### src/rtl/dm_bus_arbiter_pkg.sv
// Shared types and constants for the debug-module bus arbiter.
package dm_bus_arbiter_pkg;

  localparam int unsigned BUS_AW = 20;
  localparam int unsigned BUS_DW = 32;

  // Debug-module bus address map seen by the harts.
  localparam logic [BUS_AW-1:0] DM_ROM_BASE    = 20'h00000;
  localparam logic [BUS_AW-1:0] DM_REQUEST     = 20'h00100;
  localparam logic [BUS_AW-1:0] DM_DATA0       = 20'h00380;
  localparam logic [BUS_AW-1:0] DM_DATA1       = 20'h00384;
  localparam logic [BUS_AW-1:0] DM_CORE_HALT   = 20'h00390;
  localparam logic [BUS_AW-1:0] DM_CORE_RESUME = 20'h00394;

  typedef enum logic [1:0] {
    ST_IDLE = 2'd0,
    ST_BUSY = 2'd1,
    ST_RESP = 2'd2
  } arb_state_t;

  typedef struct packed {
    logic              write;
    logic [BUS_AW-1:0] addr;
    logic [BUS_DW-1:0] wdata;
  } bus_req_t;

  // Grant index width; a single hart still gets a 1-bit index.
  function automatic int unsigned grant_width(input int unsigned n);
    return (n <= 1) ? 1 : $clog2(n);
  endfunction

endpackage

### src/rtl/dm_rr_picker.sv
// Combinational round-robin priority encoder: first set request at or above ptr, wrapping.
module dm_rr_picker
  import dm_bus_arbiter_pkg::*;
#(
  parameter int unsigned NUM_HART = 2,
  parameter int unsigned GW       = grant_width(NUM_HART)
) (
  input  logic [NUM_HART-1:0] req,
  input  logic [GW-1:0]       ptr,
  output logic [GW-1:0]       gnt_idx,
  output logic                any
);

  // Scan offsets from farthest to nearest so the nearest set request wins.
  always_comb begin
    int unsigned idx;
    gnt_idx = '0;
    any     = 1'b0;
    idx     = 0;
    for (int i = int'(NUM_HART) - 1; i >= 0; i--) begin
      idx = (32'(ptr) + 32'(i)) % NUM_HART;
      if (req[idx]) begin
        gnt_idx = GW'(idx);
        any     = 1'b1;
      end
    end
  end

endmodule

### src/rtl/dm_bus_arbiter.sv
// Round-robin, non-pipelined arbiter sharing the debug-module bus port between harts.
module dm_bus_arbiter
  import dm_bus_arbiter_pkg::*;
#(
  parameter int unsigned NUM_HART = 2,
  parameter int unsigned TIMEOUT  = 64
) (
  input  logic                       clk,
  input  logic                       resetn,
  input  logic [NUM_HART-1:0]        hart_valid,
  input  logic [NUM_HART-1:0]        hart_write,
  input  logic [NUM_HART*BUS_AW-1:0] hart_addr,
  input  logic [NUM_HART*BUS_DW-1:0] hart_wdata,
  output logic [NUM_HART-1:0]        hart_ready,
  output logic [BUS_DW-1:0]          hart_rdata,
  output logic                       hart_err,
  output logic                       dm_valid,
  output logic                       dm_write,
  output logic [BUS_AW-1:0]          dm_addr,
  output logic [BUS_DW-1:0]          dm_wdata,
  input  logic                       dm_ready,
  input  logic [BUS_DW-1:0]          dm_rdata
);

  localparam int unsigned GW = grant_width(NUM_HART);
  localparam int unsigned TW = (TIMEOUT < 2) ? 1 : $clog2(TIMEOUT);

  arb_state_t          state_q, state_d;
  logic [GW-1:0]       rr_ptr_q, rr_ptr_d;
  logic [GW-1:0]       grant_q, grant_d;
  logic [TW-1:0]       timer_q, timer_d;
  bus_req_t            req_q, req_d;
  logic [BUS_DW-1:0]   rdata_q, rdata_d;
  logic                err_q, err_d;
  logic [NUM_HART-1:0] ready_q, ready_d;
  logic                dm_valid_q, dm_valid_d;

  logic [GW-1:0]       pick_idx;
  logic                pick_any;
  bus_req_t            hart_req [NUM_HART];
  bus_req_t            sel_req;
  logic [NUM_HART-1:0] grant_onehot;

  // Unpack the flat per-hart request buses.
  for (genvar g = 0; g < NUM_HART; g++) begin : g_unpack
    assign hart_req[g] = '{write: hart_write[g],
                           addr:  hart_addr[g*BUS_AW +: BUS_AW],
                           wdata: hart_wdata[g*BUS_DW +: BUS_DW]};
  end

  dm_rr_picker #(
    .NUM_HART (NUM_HART),
    .GW       (GW)
  ) u_picker (
    .req     (hart_valid),
    .ptr     (rr_ptr_q),
    .gnt_idx (pick_idx),
    .any     (pick_any)
  );

  // Request fields of the hart the picker selected.
  always_comb begin
    sel_req = '0;
    for (int unsigned i = 0; i < NUM_HART; i++) begin
      if (pick_idx == GW'(i)) sel_req = hart_req[i];
    end
  end

  // One-hot decode of the current grant for the completion pulse.
  always_comb begin
    grant_onehot = '0;
    for (int unsigned i = 0; i < NUM_HART; i++) begin
      grant_onehot[i] = (grant_q == GW'(i));
    end
  end

  // Next-state and next-register values; everything holds unless a state acts.
  always_comb begin
    state_d    = state_q;
    rr_ptr_d   = rr_ptr_q;
    grant_d    = grant_q;
    timer_d    = timer_q;
    req_d      = req_q;
    rdata_d    = rdata_q;
    err_d      = err_q;
    ready_d    = '0;
    dm_valid_d = 1'b0;
    case (state_q)
      ST_IDLE: begin
        if (pick_any) begin
          grant_d    = pick_idx;
          req_d      = sel_req;
          timer_d    = '0;
          dm_valid_d = 1'b1;
          state_d    = ST_BUSY;
        end
      end
      ST_BUSY: begin
        timer_d = timer_q + TW'(1);
        if (dm_ready) begin
          rdata_d = req_q.write ? '0 : dm_rdata;
          err_d   = 1'b0;
          ready_d = grant_onehot;
          state_d = ST_RESP;
        end else if ((TIMEOUT != 0) && (timer_q == TW'(TIMEOUT - 1))) begin
          // Valid drops before the DM ever acks, so no stale ready can follow.
          rdata_d = '0;
          err_d   = 1'b1;
          ready_d = grant_onehot;
          state_d = ST_RESP;
        end else begin
          dm_valid_d = 1'b1;
        end
      end
      ST_RESP: begin
        rr_ptr_d = GW'((32'(grant_q) + 32'd1) % NUM_HART);
        timer_d  = '0;
        state_d  = ST_IDLE;
      end
      default: begin
        state_d = ST_IDLE;
      end
    endcase
  end

  // State and output registers; async reset kills any in-flight access.
  always_ff @(posedge clk or negedge resetn) begin
    if (!resetn) begin
      state_q    <= ST_IDLE;
      rr_ptr_q   <= '0;
      grant_q    <= '0;
      timer_q    <= '0;
      req_q      <= '0;
      rdata_q    <= '0;
      err_q      <= 1'b0;
      ready_q    <= '0;
      dm_valid_q <= 1'b0;
    end else begin
      state_q    <= state_d;
      rr_ptr_q   <= rr_ptr_d;
      grant_q    <= grant_d;
      timer_q    <= timer_d;
      req_q      <= req_d;
      rdata_q    <= rdata_d;
      err_q      <= err_d;
      ready_q    <= ready_d;
      dm_valid_q <= dm_valid_d;
    end
  end

  assign hart_ready = ready_q;
  assign hart_rdata = rdata_q;
  assign hart_err   = err_q;
  assign dm_valid   = dm_valid_q;
  assign dm_write   = req_q.write;
  assign dm_addr    = req_q.addr;
  assign dm_wdata   = req_q.wdata;

endmodule

### config.mk
export PLATFORM = sky130hd
export DESIGN_NAME = dm_bus_arbiter
export DESIGN_NICKNAME = d
export VERILOG_FILES = /design/src/rtl/dm_bus_arbiter_pkg.sv /design/src/rtl/dm_rr_picker.sv /design/src/rtl/dm_bus_arbiter.sv
export SDC_FILE = /design/constraint.sdc
export NUM_CORES = 1
export LEC_CHECK = 0
export BUFFER_PORTS_ARGS = -buffer_cell sky130_fd_sc_hd__buf_2
export CORE_MARGIN = 3
export CORE_UTILIZATION = 50
export CTS_BUF_LIST = sky130_fd_sc_hd__clkbuf_4 sky130_fd_sc_hd__clkbuf_8 sky130_fd_sc_hd__clkbuf_16
export DETAILED_ROUTE_END_ITERATION = 16
export PLACE_DENSITY = 0.91
export RECOVER_POWER = 25
export SYNTH_ARGS = -nofsm -noshare
export SYNTH_HDL_FRONTEND = slang
export SYNTH_SLANG_ARGS = --single-unit
export TNS_END_PERCENT = 5
### constraint.sdc
create_clock -name clk -period 2.5 [get_ports clk]
set_input_delay 0.125 -clock clk [delete_from_list [all_inputs] [get_ports clk]]
set_output_delay 0.125 -clock clk [all_outputs]
set_load 0.01 [all_outputs]
# Word-level counts from Yosys, hierarchy flattened
# Cells that the tools add are included.
dict set report op_classes {
  add_sub_neg 3
  multipliers 0
  div 0
  order_cmp 2
  n_eq_ne 5
  shift 0
  n_mux 27
  n_bitwise 1
  reduce_logical 7
}
# cell n
set ops {}
lappend ops {{2-to-1 mux 32 bit} 3}
lappend ops {{2-to-1 mux 53 bit} 1}
lappend ops {{case mux 6 bit (3 select lines)} 1}
lappend ops {{2-to-1 mux 1 bit} 13}
lappend ops {{2-to-1 mux 2 bit} 6}
lappend ops {{AND reduction 2 bit} 4}
lappend ops {{adder 6 x 1 -> 6 bit (second input constant)} 1}
lappend ops {{equality test 6 bit (second input constant)} 1}
lappend ops {{2-to-1 mux 6 bit} 1}
lappend ops {{< comparator 1 x 2 -> 1 bit (second input constant)} 2}
lappend ops {{case mux 2 bit (2 select lines)} 1}
lappend ops {{!= test 3 bit (second input constant)} 1}
lappend ops {{nonzero test 3 bit} 1}
lappend ops {{adder 1 bit (second input constant)} 2}
lappend ops {{equality test 2 x 1 -> 1 bit (second input constant)} 1}
lappend ops {{equality test 2 bit (second input constant)} 1}
lappend ops {{zero test 2 bit} 1}
lappend ops {{!= test 2 bit (second input constant)} 1}
lappend ops {{case mux 1 bit (2 select lines)} 1}
lappend ops {{nonzero test 2 bit} 1}
lappend ops {{inverter 1 bit} 1}
dict set report word_totals {
  reg_bits 99
  latchBits 0
  ram_bits 0
  romBits 0
  memories 0
}

# Logic depth before layout (Yosys ltp)
# Gate-level depths: netlist (run 1).
dict set report logic_depth {
  ltp_word 7
  ltp_mapped 8
  depth_no_buf 5
}

# Cells and area by module
# A second synthesis (run 1) with hierarchy kept.
dict set report hier_totals {
  cells_unflattened 365
  hier_area_um2 4286.6
}
# mod n_inst cells_per_inst area_per_inst_um2
set by_module_without_submodules {}
lappend by_module_without_submodules {dm_bus_arbiter 1 362 4269.1}
lappend by_module_without_submodules {dm_rr_picker 1 3 17.5}

# Worst setup path before layout (run 1)
# No wires, ideal clock.
dict set report synth_path {
  kind {register to register}
  startpoint {reg state_q[0]}
  endpoint {reg timer_q[5]}
  setup_ps 104
  arrival_ps 1513
  required_ps 2396
  setup_slack_ps 883
  stages_incl_launch_ff 6
  cell_sequence {dfrtp_1 -> inv_1 -> ha_1 -> nor3b_1 -> or4_1 -> o311ai_1}
}
dict set report synth_via {
  elab_chain_len 3
  word_cells_on_any_way 7
  cone_classes {eq/ne: 3; mux: 1; reduce/logical: 3}
}
# element line_no
set synth_lines {}
lappend synth_lines {{start: declaration} dm_bus_arbiter.sv:28} ;# arb_state_t state_q, state_d;
lappend synth_lines {{start signal: assignment} dm_bus_arbiter.sv:139} ;# state_q <= state_d;
lappend synth_lines {{equality test 2 x 1 -> 1 bit (tied with other cells)} dm_bus_arbiter.sv:88} ;# case (state_q)
lappend synth_lines {{nonzero test 3 bit (no source line) or != test 2 bit (tied branches)} n/a}
lappend synth_lines {{AND reduction 2 bit (no source line)} n/a}
lappend synth_lines {{end signal: assignment} dm_bus_arbiter.sv:142} ;# timer_q <= timer_d;
lappend synth_lines {{end: declaration} dm_bus_arbiter.sv:31} ;# logic [TW-1:0] timer_q, timer_d;
# Several ways; a longest one is shown, not always the timed one.
# A chain may end at the register's enable or synchronous reset.

# Worst setup path after layout (run 1)
dict set report layout_path {
  startpoint {reg timer_q[0]}
  endpoint {reg rdata_q[30], in the netlist hart_rdata[30]}
}
dict set report layout_via {
  elab_chain_len 3
}
# element line_no
set layout_lines {}
lappend layout_lines {{equality test 6 bit} dm_bus_arbiter.sv:105} ;# end else if ((TIMEOUT != 0) && (timer_q == TW'(TIMEOUT - 1))) begin
lappend layout_lines {{nonzero test 2 bit (no source line)} n/a}
lappend layout_lines {{AND reduction 2 bit (no source line)} n/a}
lappend layout_lines {{end signal: assignment} dm_bus_arbiter.sv:144} ;# rdata_q <= rdata_d;
lappend layout_lines {{end: declaration} dm_bus_arbiter.sv:33} ;# logic [BUS_DW-1:0] rdata_q, rdata_d;
# Every way passes these cells.

==> results of run 1 <==
## worst paths after layout
kind                                             start                    endpoint  slack [ns]
worst max-delay path            timer_q[0]$_DFFE_PN0P_  hart_rdata[30]$_DFFE_PN0P_        0.41
worst min-delay path                       dm_rdata[1]   hart_rdata[1]$_DFFE_PN0P_        0.01
worst max register to register  timer_q[0]$_DFFE_PN0P_  hart_rdata[30]$_DFFE_PN0P_        0.41
worst min register to register     grant_q$_DFFE_PN0P_     hart_ready[0]$_DFF_PN0_        0.50
max in group asynchronous                       resetn     dm_wdata[7]$_DFFE_PN0P_        1.02
min in group asynchronous                       resetn      timer_q[4]$_DFFE_PN0P_        0.50
## final cells by class
cell class | count | area [sq um] | share of cell area (%)
Sequential cell | 99 | 2480 | 38.8
Multi-Input combinational cell | 364 | 2170 | 34.0
Timing Repair Buffer | 257 | 1370 | 21.4
Tap cell | 129 | 161 | 2.53
Clock buffer | 9 | 124 | 1.94
Clock inverter | 7 | 65.1 | 1.02
Inverter | 6 | 22.5 | 0.352
## metal layers
layer | vias to the layer above | wire length [um] | track usage, %
li1 | 2314 | - | -
met1 | 2354 | 5650 | 31.9
met2 | 226 | 7400 | 44.4
met3 | 17 | 1200 | 6.49
met4 | 0 | 208 | 6.75
met5 | - | 0 | 0
## Yosys cell counts, drive strengths merged
cell / number / share of area, %
a221oi: 2 / 0.36
a211o: 2 / 0.36
o31ai: 2 / 0.31
o21ai: 93 / 9.6
nor3b: 2 / 0.31
or3: 1 / 0.13
nand2: 5 / 0.39
mux2i: 1 / 0.21
nand2b: 34 / 4.4
a22oi: 32 / 4.9
nand3: 3 / 0.31
nor2b: 2 / 0.26
and3: 1 / 0.13
or2: 1 / 0.13
and2: 2 / 0.26
a21oi: 2 / 0.21
buf: 13 / 1.3
inv: 6 / 0.46
o211ai: 1 / 0.15
nand3b: 53 / 8.2
o311ai: 2 / 0.36
nor2: 57 / 4.4
and3b: 1 / 0.18
ha: 4 / 1.0
o21a: 1 / 0.15
nor3: 4 / 0.41
clkbuf: 39 / 3.0
a31oi: 54 / 6.9
or4: 1 / 0.15
a22o: 1 / 0.18
dfrtp: 99 / 51
## state kept, by name (all words and copies together) (netlist names)
register	flops
hart_ready	2
dm_addr	20
rr_ptr_q	1
hart_err	1
dm_wdata	32
dm_valid	1
grant_q	1
dm_write	1
state_q	2
hart_rdata	32
timer_q	6
## repair_timing
action / in CTS / in global routing
endpoints found under the setup margin: 0 / 0
endpoints found under the hold margin: 57 / 0
hold buffers: 15 / 0
## report_power, final
group          switching [mW]  internal, mW  total (mW)
logic                    1.95          1.42        3.37
registers               0.521          2.37        2.90
clock network           0.609         0.387       0.996
total                    3.08          4.18        7.26
## worst register-to-register path: stages, from the launching register on
cell     delay, ns
dfrtp_1       0.41
ha_1          0.23
and3_1        0.25
and2_1        0.76
o21ai_0       0.26
## cells by family after synthesis
group / after synthesis
AO/OA/AOI/OAI: 192
adder cells (fa/ha/maj): 4
multiplexers: 1
AND/OR/NAND/NOR: 167
buffers and inverters: 58
flip-flops: 99
## cell usage in the layout (no fill, tap or decap), types with 2 or more instances in the layout
cell,count
buf_2,203
dfrtp_1,99
o21ai_0,93
nor2_1,57
a31oi_1,54
nand3b_1,53
nand2b_1,34
a22oi_1,32
clkbuf_1,27
dlygate4sd3_1,15
buf_4,10
clkbuf_8,9
inv_1,6
nand2_1,5
nor3_1,4
ha_1,4
nand3_1,3
and2_1,2
a21oi_1,2
a211o_1,2
nor3b_1,2
o31ai_1,2
a221oi_1,2
inv_6,2
inv_8,2
clkinv_4,2
## per-stage QoR
| stage | instances | utilization [%] | hold slack, ns | instance area, sq um | power [mW] |
|---|---|---|---|---|---|
| finish | 871 | 68.2 | 0.0132 | 6390 | 7.26 |
| global route | 871 | 68.2 | 0.00980 | 6390 | 7.79 |
| CTS | 871 | 68.6 | 0.00169 | 6430 | 7.32 |
| detailed placement | 840 | 65.0 | 0.159 | 6090 | 6.32 |
| global placement | 840 | 65.0 | 0.161 | 6090 | 6.09 |
| floorplan | 521 | - | -0.171 | 4870 | 4.94 |
==> reports/qor.txt, run 1 <==
Pwr dens -> 1140 nW/um^2
Critical path fanouts, max -> 32
Distinct cell type count after synthesis -> 33
Worst-Skew Late Latency -> 0.37 ns
Die X-Extent -> 105 um
Die Y -> 105 um
CTS tree -> done
Pre-antenna DRT Iters -> 5
Critical path data arrival time -> 2.27 ns
Routed WL -> 14.5 mm
CP top delay family -> simple AND/OR/NAND/NOR gates
Cts repair resizes -> 0
R2R cell count -> 4
Vias per cell -> 5.64
Final Hold Fails -> 0
Multiplexer share of the synthesized area -> 0.206%
Leakage -> 2.84 nW
Area growth syn-to-layout -> 31.3%
Routed length per instance -> 16.6 um
Critical path class -> register to register
Die footprint -> 11,000 sq um
Depth of the worst hold-timing path -> 3
Fillers -> 765
Gp weighted congestion -> 0.809
DPL Wire Length -> 10.3 mm
IO Port Bufs -> 231
Worst path depth -> 4
Simple-gate share of the synthesized area -> 19.6%
Ports -> 232
Clock sinks -> 99
Setup TNS -> 0 ns
Clock skew -> 0.0256 ns
Iteration-0 DRC count of the detailed router -> 299
Max-slew headroom -> 28.6%
Layout cells sized above 1 -> 31.5%
All-Layer GR Usage -> 25.6%
Largest stage delay, worst path -> 0.76 ns
Setup Fix Bufs, Post-CTS -> 0
Total of max-cap violations -> 0
Number of antenna violations at the first check in global routing -> 0
Worst-path cell chain -> ha_1 -> and3_1 -> and2_1 -> o21ai_0
Yosys warns -> 0
Cell Rows -> 35
Kind of path behind the tightest hold check -> primary input to register
CP endpoint kind -> register
Tmin final -> 2.09 ns
ANT cells -> 0
FF+latch count, synth -> 99
Vias -> 4,911
Final setup viols -> 0
Part of the Yosys area used for sequential elements -> 50.9%
Syn Area/Cell -> 9.34 sq um
Syn nets -> 668
Final WS setup -> 0.409 ns
Longest Clk Path Bufs -> 2
Peak supply drop -> 0.540 mV
CTS Buf Count -> 9
Pre-CTS WS -> 0.446 ns
Synth Area in Adders -> 1.03%
Root Buffer -> clkbuf_8
Fmax -> 0.478 GHz
Core Area -> 9370 sq um
Slew Viols, Final -> 0
RSZ-0062 raised after global routing -> no
Initial Util -> 51.9%
Worst slew pin tran -> 1.07 ns
CP Launch Type -> register
Main combinational cell family by area after synthesis -> compound AO/OA/AOI/OAI gates
DRC viols -> 0
Clock Pin Slew Worst Setup and Hold Paths -> 0.12 ns
Final worst-path cycle share -> 83.6%
Mapped cell area -> 4870 sq um
Status -> completed
Fin nets -> 884
WP buf/inv -> 0
Grt ovf -> 0
Antenna Nets Post-Route -> 0
Slowest CP cell -> and2_1
Synth Area in Compound Gates -> 23.5%
Critical Path RT -> 2.68 ns
First-pass GRT wire length -> 23.2 mm
Largest net degree at the start of global routing -> 74
Mapped Cells -> 521
# H-tree levels -> 3
XOR/XNOR share of the synthesized area -> 0%
Vias in the first global route -> 4,734
Power figures use the tool's default switching activity.
==> run 2, diff against run 1 <==
--- a/config.mk
+++ b/config.mk
@@ -5,12 +5,13 @@
 export SDC_FILE = /design/constraint.sdc
 export NUM_CORES = 1
 export LEC_CHECK = 0
+export ABC_AREA = 1
 export BUFFER_PORTS_ARGS = -buffer_cell sky130_fd_sc_hd__buf_2
 export CORE_MARGIN = 3
-export CORE_UTILIZATION = 50
+export CORE_UTILIZATION = 41
 export CTS_BUF_LIST = sky130_fd_sc_hd__clkbuf_4 sky130_fd_sc_hd__clkbuf_8 sky130_fd_sc_hd__clkbuf_16
 export DETAILED_ROUTE_END_ITERATION = 16
-export PLACE_DENSITY = 0.91
+export PLACE_DENSITY = 0.83
 export RECOVER_POWER = 25
 export SYNTH_ARGS = -nofsm -noshare
 export SYNTH_HDL_FRONTEND = slang
==> constraint.sdc (replaced) <==
create_clock -name clk -period 1.9 [get_ports clk]
set_input_delay 0.095 -clock clk [delete_from_list [all_inputs] [get_ports clk]]
set_output_delay 0.095 -clock clk [all_outputs]
set_load 0.01 [all_outputs]
==> reports/qor.txt, run 2 <==
Status -> completed (unchanged)
Yosys warns -> 0 (unchanged)
Mapped cell area -> 4440 sq um (was 4870 sq um)
Fin nets -> 1,007 (was 884)
Setup TNS -> 0 ns (unchanged)
Leakage -> 3.49 nW (was 2.84 nW)
Routed length per instance -> 17.1 um (was 16.6 um)
Iteration-0 DRC count of the detailed router -> 452 (was 299)
Clock skew -> 0.0132 ns (was 0.0256 ns)
Final WS setup -> 0.211 ns (was 0.409 ns)
Non-filler cells, final -> 1,001 (was 871)
Largest area contributor in the netlist -> dfrtp_1 (unchanged)
Die Y -> 110 um (was 105 um)
IO Port Bufs -> 231 (unchanged)
Die X-Extent -> 110 um (was 105 um)
Seq pwr share -> 37.9% (was 39.9%)
Final worst-path cycle share -> 88.9% (was 83.6%)
P_sw -> 4.13 mW (was 3.08 mW)
Longest Clk Path Bufs -> 2 (unchanged)
Vias in the first global route -> 5,190 (was 4,734)
Yosys top cell area share -> 55.8% (was 50.9%)
Peak supply drop -> 0.654 mV (was 0.540 mV)
Main synth FF type -> dfrtp_1 (unchanged)
# H-tree levels -> 3 (unchanged)
Pwr dens -> 1340 nW/um^2 (was 1140 nW/um^2)
Worst path depth -> 9 (was 4)
FF+latch count, synth -> 99 (unchanged)
Fmax -> 0.592 GHz (was 0.478 GHz)
Mapped Cells -> 520 (was 521)
Vias -> 5,296 (was 4,911)
Sw Share -> 43.1% (was 42.4%)
R2R Setup Slk -> 0.21 ns (was 0.41 ns)
R2R cell count -> 9 (was 4)
Multi-input gate area -> 1740 sq um (was 2170 sq um)
All-Layer GR Usage -> 27.8% (was 25.6%)
Final Hold Fails -> 0 (unchanged)
Core Area -> 10,400 sq um (was 9370 sq um)
CTS Buf Count -> 9 (unchanged)
Total power -> 9.58 mW (was 7.26 mW)
Commonest non-fill, non-tap cells in the layout -> buf_2 (230), dlygate4sd3_1 (121), a21oi_1 (107) (was buf_2 (203), dfrtp_1 (99), o21ai_0 (93))
Clock sinks -> 99 (unchanged)
Grt ovf -> 0 (unchanged)
Worst-Skew Late Latency -> 0.36 ns (was 0.37 ns)
Cell Rows -> 37 (was 35)
Part of the Yosys area used for sequential elements -> 55.8% (was 50.9%)
WP buf/inv -> 2 (was 0)
Storage cell area -> 2480 sq um (unchanged)
Internal power -> 5.45 mW (was 4.18 mW)
Slew Viols, Final -> 0 (unchanged)
CP Launch Type -> register (unchanged)
Tmin final -> 1.69 ns (was 2.09 ns)
Critical path fanouts, max -> 14 (was 32)
Combinational cell fraction of total power -> 47.3% (was 46.4%)
DPL Wire Length -> 9.63 mm (was 10.3 mm)
Layout cells sized above 1 -> 31.8% (was 31.5%)
Syn Area/Cell -> 8.54 sq um (was 9.34 sq um)
Clock power share -> 14.8% (was 13.7%)
Worst slew pin tran -> 0.894 ns (was 1.07 ns)
Critical path's most frequent cell -> nand2_1
Clock Pin Slew Worst Setup and Hold Paths -> 0.11 ns (was 0.12 ns)
CP top delay family -> simple AND/OR/NAND/NOR gates (unchanged)
Depth of the worst hold-timing path -> 3 (unchanged)
Distinct cell type count after synthesis -> 20 (was 33)
Slowest CP cell -> dfrtp_1 (was and2_1)
Post-synth EDFFs -> 0 (unchanged)
Critical path class -> register to register (unchanged)
Die footprint -> 12,100 sq um (was 11,000 sq um)
Largest net degree at the start of global routing -> 67 (was 74)
Top cells by count, synth -> a21oi_1 (107), dfrtp_1 (99), nand2_1 (89), nand3_1 (62), nor2_1 (61) (was dfrtp_1 (99), o21ai_0 (93), nor2_1 (57), a31oi_1 (54), nand3b_1 (53))
Pre-antenna DRT Iters -> 7 (was 5)
Critical path data arrival time -> 1.98 ns (was 2.27 ns)
Post-synth ARST share -> 100% (unchanged)
Gp weighted congestion -> 0.781 (was 0.809)
Syn nets -> 667 (was 668)
Min Hold Slack -> 0.0171 ns (was 0.0132 ns)
Leading post-synthesis cells by cell area -> dfrtp_1 (56%), a21oi_1 (12%), nand2_1 (7.5%) (was dfrtp_1 (51%), o21ai_0 (9.6%), nand3b_1 (8.2%))
CP endpoint kind -> register (unchanged)
DRC viols -> 0 (unchanged)
First-pass GRT wire length -> 26.0 mm (was 23.2 mm)
Final setup viols -> 0 (unchanged)
Initial Util -> 42.6% (was 51.9%)
Number of antenna violations at the first check in global routing -> 0 (unchanged)
Pre-CTS WS -> 0.290 ns (was 0.446 ns)
Cts repair resizes -> 0 (unchanged)
Fillers -> 734 (was 765)
Area growth syn-to-layout -> 60.8% (was 31.3%)
Root Buffer -> clkbuf_8 (unchanged)
CTS tree -> done (unchanged)
Ports -> 232 (unchanged)
Placed Cells -> 864 (was 840)
Max-slew headroom -> 40.4% (was 28.6%)
Worst-path cell chain -> ha_1 -> nand2_1 -> inv_1 -> nand2_1 -> nand2_2 -> nand2_2 -> buf_4 -> nand2_1 -> o21ai_1 (was ha_1 -> and3_1 -> and2_1 -> o21ai_0)
ANT cells -> 0 (unchanged)
Vias per cell -> 5.29 (was 5.64)
Total of max-cap violations -> 0 (unchanged)
Kind of path behind the tightest hold check -> primary input to register (unchanged)
Antenna Nets Post-Route -> 0 (unchanged)
Routed WL -> 17.2 mm (was 14.5 mm)
Most instantiated library cell after synthesis -> a21oi_1 (was dfrtp_1)
Largest stage delay, worst path -> 0.40 ns (was 0.76 ns)
Critical Path RT -> 2.19 ns (was 2.68 ns)
Most common cell after layout, fill and taps aside -> buf_2 (unchanged)
RSZ-0062 raised after global routing -> no (unchanged)
## run 2: changes by cell type in the layout (fill, tap and decap cells not counted), sizes merged, moves of 54 or more
cell	previous run	this run
nand2	5	93
dlygate4sd3	15	121
nand3	3	62
a21oi	2	107
o21ai	93	38
a31oi	54	0
## run 2: power groups by stage
| stage | Clock [mW] | Combinational (mW) | Sequential [mW] |
|---|---|---|---|
| 2_1_floorplan | 0 | 2.06 | 4.01 |
| 3_3_place_gp | 0 | 4.12 | 3.61 |
| 3_5_place_dp | 0 | 4.22 | 3.62 |
| 6_report | 1.42 | 4.53 | 3.63 |
| 4_1_cts | 1.46 | 4.41 | 3.59 |
| 5_1_grt | 1.55 | 5.01 | 3.73 |
## run 2: area by class of cell
| class | count | area share [%] |
|---|---|---|
| clock inverters | 7 | 1.10 |
| repair buffers | 366 | 34.9 |
| well taps | 136 | 2.38 |
| inverters | 14 | 0.736 |
| multi-input cells | 370 | 24.4 |
| clock buffers | 9 | 1.74 |
| flip-flops and latches | 99 | 34.7 |
## run 2: final timing paths
| path | from | to |
|---|---|---|
| setup / recovery | timer_q[0]$_DFFE_PN0P_ | hart_rdata[16]$_DFFE_PN0P_ |
| min in group asynchronous | resetn | dm_wdata[3]$_DFFE_PN0P_ |
| hold / removal | hart_wdata[8] | dm_wdata[8]$_DFFE_PN0P_ |
| hold reg to reg | grant_q$_DFFE_PN0P_ | hart_ready[0]$_DFF_PN0_ |
| setup reg to reg | timer_q[0]$_DFFE_PN0P_ | hart_rdata[16]$_DFFE_PN0P_ |
| max in group asynchronous | resetn | hart_rdata[10]$_DFFE_PN0P_ |
## run 2: layer usage
layer | global-route usage [%] | part of all wire (%) | vias up
met3 | 8.85 | 11 | 50
met4 | 14.6 | 3.2 | 0
met5 | 0 | 0 | -
met1 | 32.9 | 37 | 2473
li1 | - | - | 2433
met2 | 45.0 | 48 | 340
## run 2: cells by family after synthesis
family,synth area share (%)
flip-flops,55.8
AND/OR/NAND/NOR,20.8
AO/OA/AOI/OAI,17.0
adder cells (fa/ha/maj),1.13
buffers and inverters,5.24
## run 2: timing repair
| action | CTS | global route |
|---|---|---|
| endpoints found under the hold margin | 184 | 0 |
| buffers inserted | 0 | 0 |
| hold buffers | 121 | 0 |
## run 2: per-stage QoR
step                      util, %  area [sq um]
after floorplan                 -          4440
final                        68.5          7140
after global routing         68.5          7140
after CTS                    68.8          7170
after global placement       55.3          5760
after detailed placement     55.3          5760
## run 2: worst register-to-register path: cells and delay by family (launching register included)
family	cells	cell delay [ns]
AND/OR/NAND/NOR	5	0.56
flip-flops	1	0.40
adder cells (fa/ha/maj)	1	0.25
buffers and inverters	2	0.29
AO/OA/AOI/OAI	1	0.12
==> run 3, diff against run 2 <==
--- a/config.mk
+++ b/config.mk
@@ -9,9 +9,10 @@
 export BUFFER_PORTS_ARGS = -buffer_cell sky130_fd_sc_hd__buf_2
 export CORE_MARGIN = 3
 export CORE_UTILIZATION = 41
-export CTS_BUF_LIST = sky130_fd_sc_hd__clkbuf_4 sky130_fd_sc_hd__clkbuf_8 sky130_fd_sc_hd__clkbuf_16
+export CTS_BUF_LIST = sky130_fd_sc_hd__clkbuf_16
+export CTS_CLUSTER_DIAMETER = 150
 export DETAILED_ROUTE_END_ITERATION = 16
-export PLACE_DENSITY = 0.83
+export PLACE_DENSITY = 0.77
 export RECOVER_POWER = 25
 export SYNTH_ARGS = -nofsm -noshare
 export SYNTH_HDL_FRONTEND = slang
==> reports/qor.txt, run 3 (same netlist as run 2, synthesis figures left out) <==
Largest net degree at the start of global routing -> 55 (was 67)
Ports -> 232 (unchanged)
Routed WL -> 13.4 mm (was 17.2 mm)
Clock skew -> 0.00431 ns (was 0.0132 ns)
Largest stage delay, worst path -> 0.40 ns (about the same)
R2R Setup Slk -> 0.30 ns (was 0.21 ns)
Commonest non-fill, non-tap cells in the layout -> buf_2 (204), a21oi_1 (107), dfrtp_1 (99) (was buf_2 (230), dlygate4sd3_1 (121), a21oi_1 (107))
Die Y -> 110 um (unchanged)
Final instance area -> 6020 sq um (was 7140 sq um)
Slew Viols, Final -> 0 (unchanged)
Number of antenna violations at the first check in global routing -> 0 (unchanged)
DPL Wire Length -> 9.62 mm (was 9.63 mm)
Vias -> 4,566 (was 5,296)
Clock sinks -> 99 (unchanged)
Final setup viols -> 0 (unchanged)
Pre-antenna DRT Iters -> 6 (was 7)
Worst-Skew Late Latency -> 0.33 ns (was 0.36 ns)
Layout cells sized above 1 -> 32.8% (was 31.8%)
WP buf/inv -> 2 (unchanged)
Slowest CP cell -> dfrtp_1 (unchanged)
Final worst-path cycle share -> 84.4% (was 88.9%)
Cell Rows -> 37 (unchanged)
Worst r2r dst -> hart_rdata[10]$_DFFE_PN0P_ (was hart_rdata[16]$_DFFE_PN0P_)
Total of max-cap violations -> 0 (unchanged)
Critical path class -> register to register (unchanged)
CTS tree -> done (unchanged)
Critical path fanouts, max -> 47 (was 14)
ANT cells -> 0 (unchanged)
Leakage -> 2.96 nW (was 3.49 nW)
Grt ovf -> 0 (unchanged)
Longest Clk Path Bufs -> 2 (unchanged)
Tmin final -> 1.60 ns (was 1.69 ns)
Setup TNS -> 0 ns (unchanged)
First-pass GRT wire length -> 19.8 mm (was 26.0 mm)
DRC viols -> 0 (unchanged)
Core Area -> 10,400 sq um (unchanged)
Critical Path Start -> timer_q[1]$_DFFE_PN0P_ (was timer_q[0]$_DFFE_PN0P_)
Initial Util -> 42.6% (unchanged)
Clock Pin Slew Worst Setup and Hold Paths -> 0.06 ns (was 0.11 ns)
Vias per cell -> 5.18 (was 5.29)
Routed length per instance -> 15.2 um (was 17.1 um)
Pwr dens -> 1580 nW/um^2 (was 1340 nW/um^2)
Die X-Extent -> 110 um (unchanged)
CTS Buf Count -> 9 (unchanged)
IO Port Bufs -> 231 (unchanged)
Root Buffer -> clkbuf_16 (was clkbuf_8)
Cts repair resizes -> 0 (unchanged)
Critical Path RT -> 2.14 ns (was 2.19 ns)
Die footprint -> 12,100 sq um (unchanged)
R2R cell count -> 9 (unchanged)
Peak supply drop -> 0.668 mV (was 0.654 mV)
Max-slew headroom -> 20.1% (was 40.4%)
Worst-path cell chain -> ha_1 -> nand2_1 -> inv_1 -> nand2_1 -> nand2_2 -> nand2_2 -> buf_12 -> nand2_1 -> o21ai_0 (was ha_1 -> nand2_1 -> inv_1 -> nand2_1 -> nand2_2 -> nand2_2 -> buf_4 -> nand2_1 -> o21ai_1)
Most common cell after layout, fill and taps aside -> buf_2 (unchanged)
Worst slew pin tran -> 1.20 ns (was 0.894 ns)
Core Util, Final -> 57.8% (was 68.5%)
Reg-to-Reg Start -> timer_q[1]$_DFFE_PN0P_ (was timer_q[0]$_DFFE_PN0P_)
CP endpoint kind -> register (unchanged)
Critical path data arrival time -> 1.84 ns (was 1.98 ns)
Area growth syn-to-layout -> 35.6% (was 60.8%)
Area post-placement -> 5750 sq um (was 5760 sq um)
# H-tree levels -> 3 (unchanged)
Fin nets -> 888 (was 1,007)
CP top delay family -> simple AND/OR/NAND/NOR gates (unchanged)
Total power -> 9.48 mW (was 9.58 mW)
Kind of path behind the tightest hold check -> primary input to register (unchanged)
Fmax -> 0.623 GHz (was 0.592 GHz)
Iteration-0 DRC count of the detailed router -> 433 (was 452)
CP Launch Type -> register (unchanged)
Vias in the first global route -> 4,003 (was 5,190)
Status -> completed (unchanged)
RSZ-0062 raised after global routing -> no (unchanged)
Final Hold Fails -> 0 (unchanged)
Antenna Nets Post-Route -> 0 (unchanged)
Worst path depth -> 9 (unchanged)
Critical path's most frequent cell -> nand2_1 (unchanged)
All-Layer GR Usage -> 20.8% (was 27.8%)
Critical path destination -> hart_rdata[10]$_DFFE_PN0P_ (was hart_rdata[16]$_DFFE_PN0P_)
Gp weighted congestion -> 0.800 (was 0.781)
run 3: cell count changes in the layout (fill, tap and decap cells not counted), moves of 2 or more:
cell,before,now
buf_2,230,204
buf_12,2,4
inv_1,13,15
clkbuf_8,9,0
clkinv_1,0,2
dlygate4sd3_1,121,3
clkbuf_16,0,9
inv_6,4,0
clkbuf_1,1,26
run 3: worst min-delay path by stage:
stage                 start                         end  slack [ns]  cells past startpoint
4_1_cts        dm_rdata[24]  hart_rdata[24]$_DFFE_PN0P_      0.0005                      3
3_3_place_gp         resetn    dm_wdata[21]$_DFFE_PN0P_        0.15                      1
5_1_grt        dm_rdata[24]  hart_rdata[24]$_DFFE_PN0P_        0.01                      3
6_report       dm_rdata[24]  hart_rdata[24]$_DFFE_PN0P_        0.01                      3
3_5_place_dp         resetn    dm_wdata[21]$_DFFE_PN0P_        0.15                      1
2_1_floorplan        resetn      dm_addr[0]$_DFFE_PN0P_       -0.20                      0
run 3: cell type report:
| class | count | area [sq um] |
|---|---|---|
| Tap cell | 136 | 170 |
| Inverter | 14 | 52.6 |
| Clock buffer | 9 | 225 |
| Timing Repair Buffer | 247 | 1300 |
| Clock inverter | 6 | 50.0 |
| Sequential cell | 99 | 2480 |
| Multi-Input combinational cell | 370 | 1740 |
| Fill cell | 972 | 4400 |
run 3: worst min-delay path: stages:
cell and delay (ns):
buf_2 0.09, nand2_1 0.05, o21ai_1 0.06
run 3: power breakdown:
group | internal [mW] | switching, mW | leakage (nW)
clock | 0.993 | 0.733 | 0.143
sequential | 3.07 | 0.550 | 1.21
combinational | 1.55 | 2.58 | 1.60
total | 5.62 | 3.86 | 2.96
run 3: timing repair:
| item | in CTS | in global routing |
|---|---|---|
| buffers inserted | 0 | 0 |
| endpoints found under the hold margin | 46 | 0 |
| hold buffers | 3 | 0 |
run 3: through the flow:
step	setup WS, ns	instances	hold WS (ns)
global route	0.178	881	0.0127
global placement	0.413	863	0.148
CTS	0.313	881	0.000459
detailed placement	0.329	863	0.149
floorplan	0.503	520	-0.201
finish	0.295	881	0.0120
run 3: routing by layer:
layer | vias up | GRT usage [%] | share of wire, %
li1 | 2183 | - | -
met1 | 2129 | 27.3 | 41
met2 | 242 | 34.1 | 47
met3 | 12 | 4.83 | 10
met4 | 0 | 6.59 | 1.1
met5 | - | 0 | 0
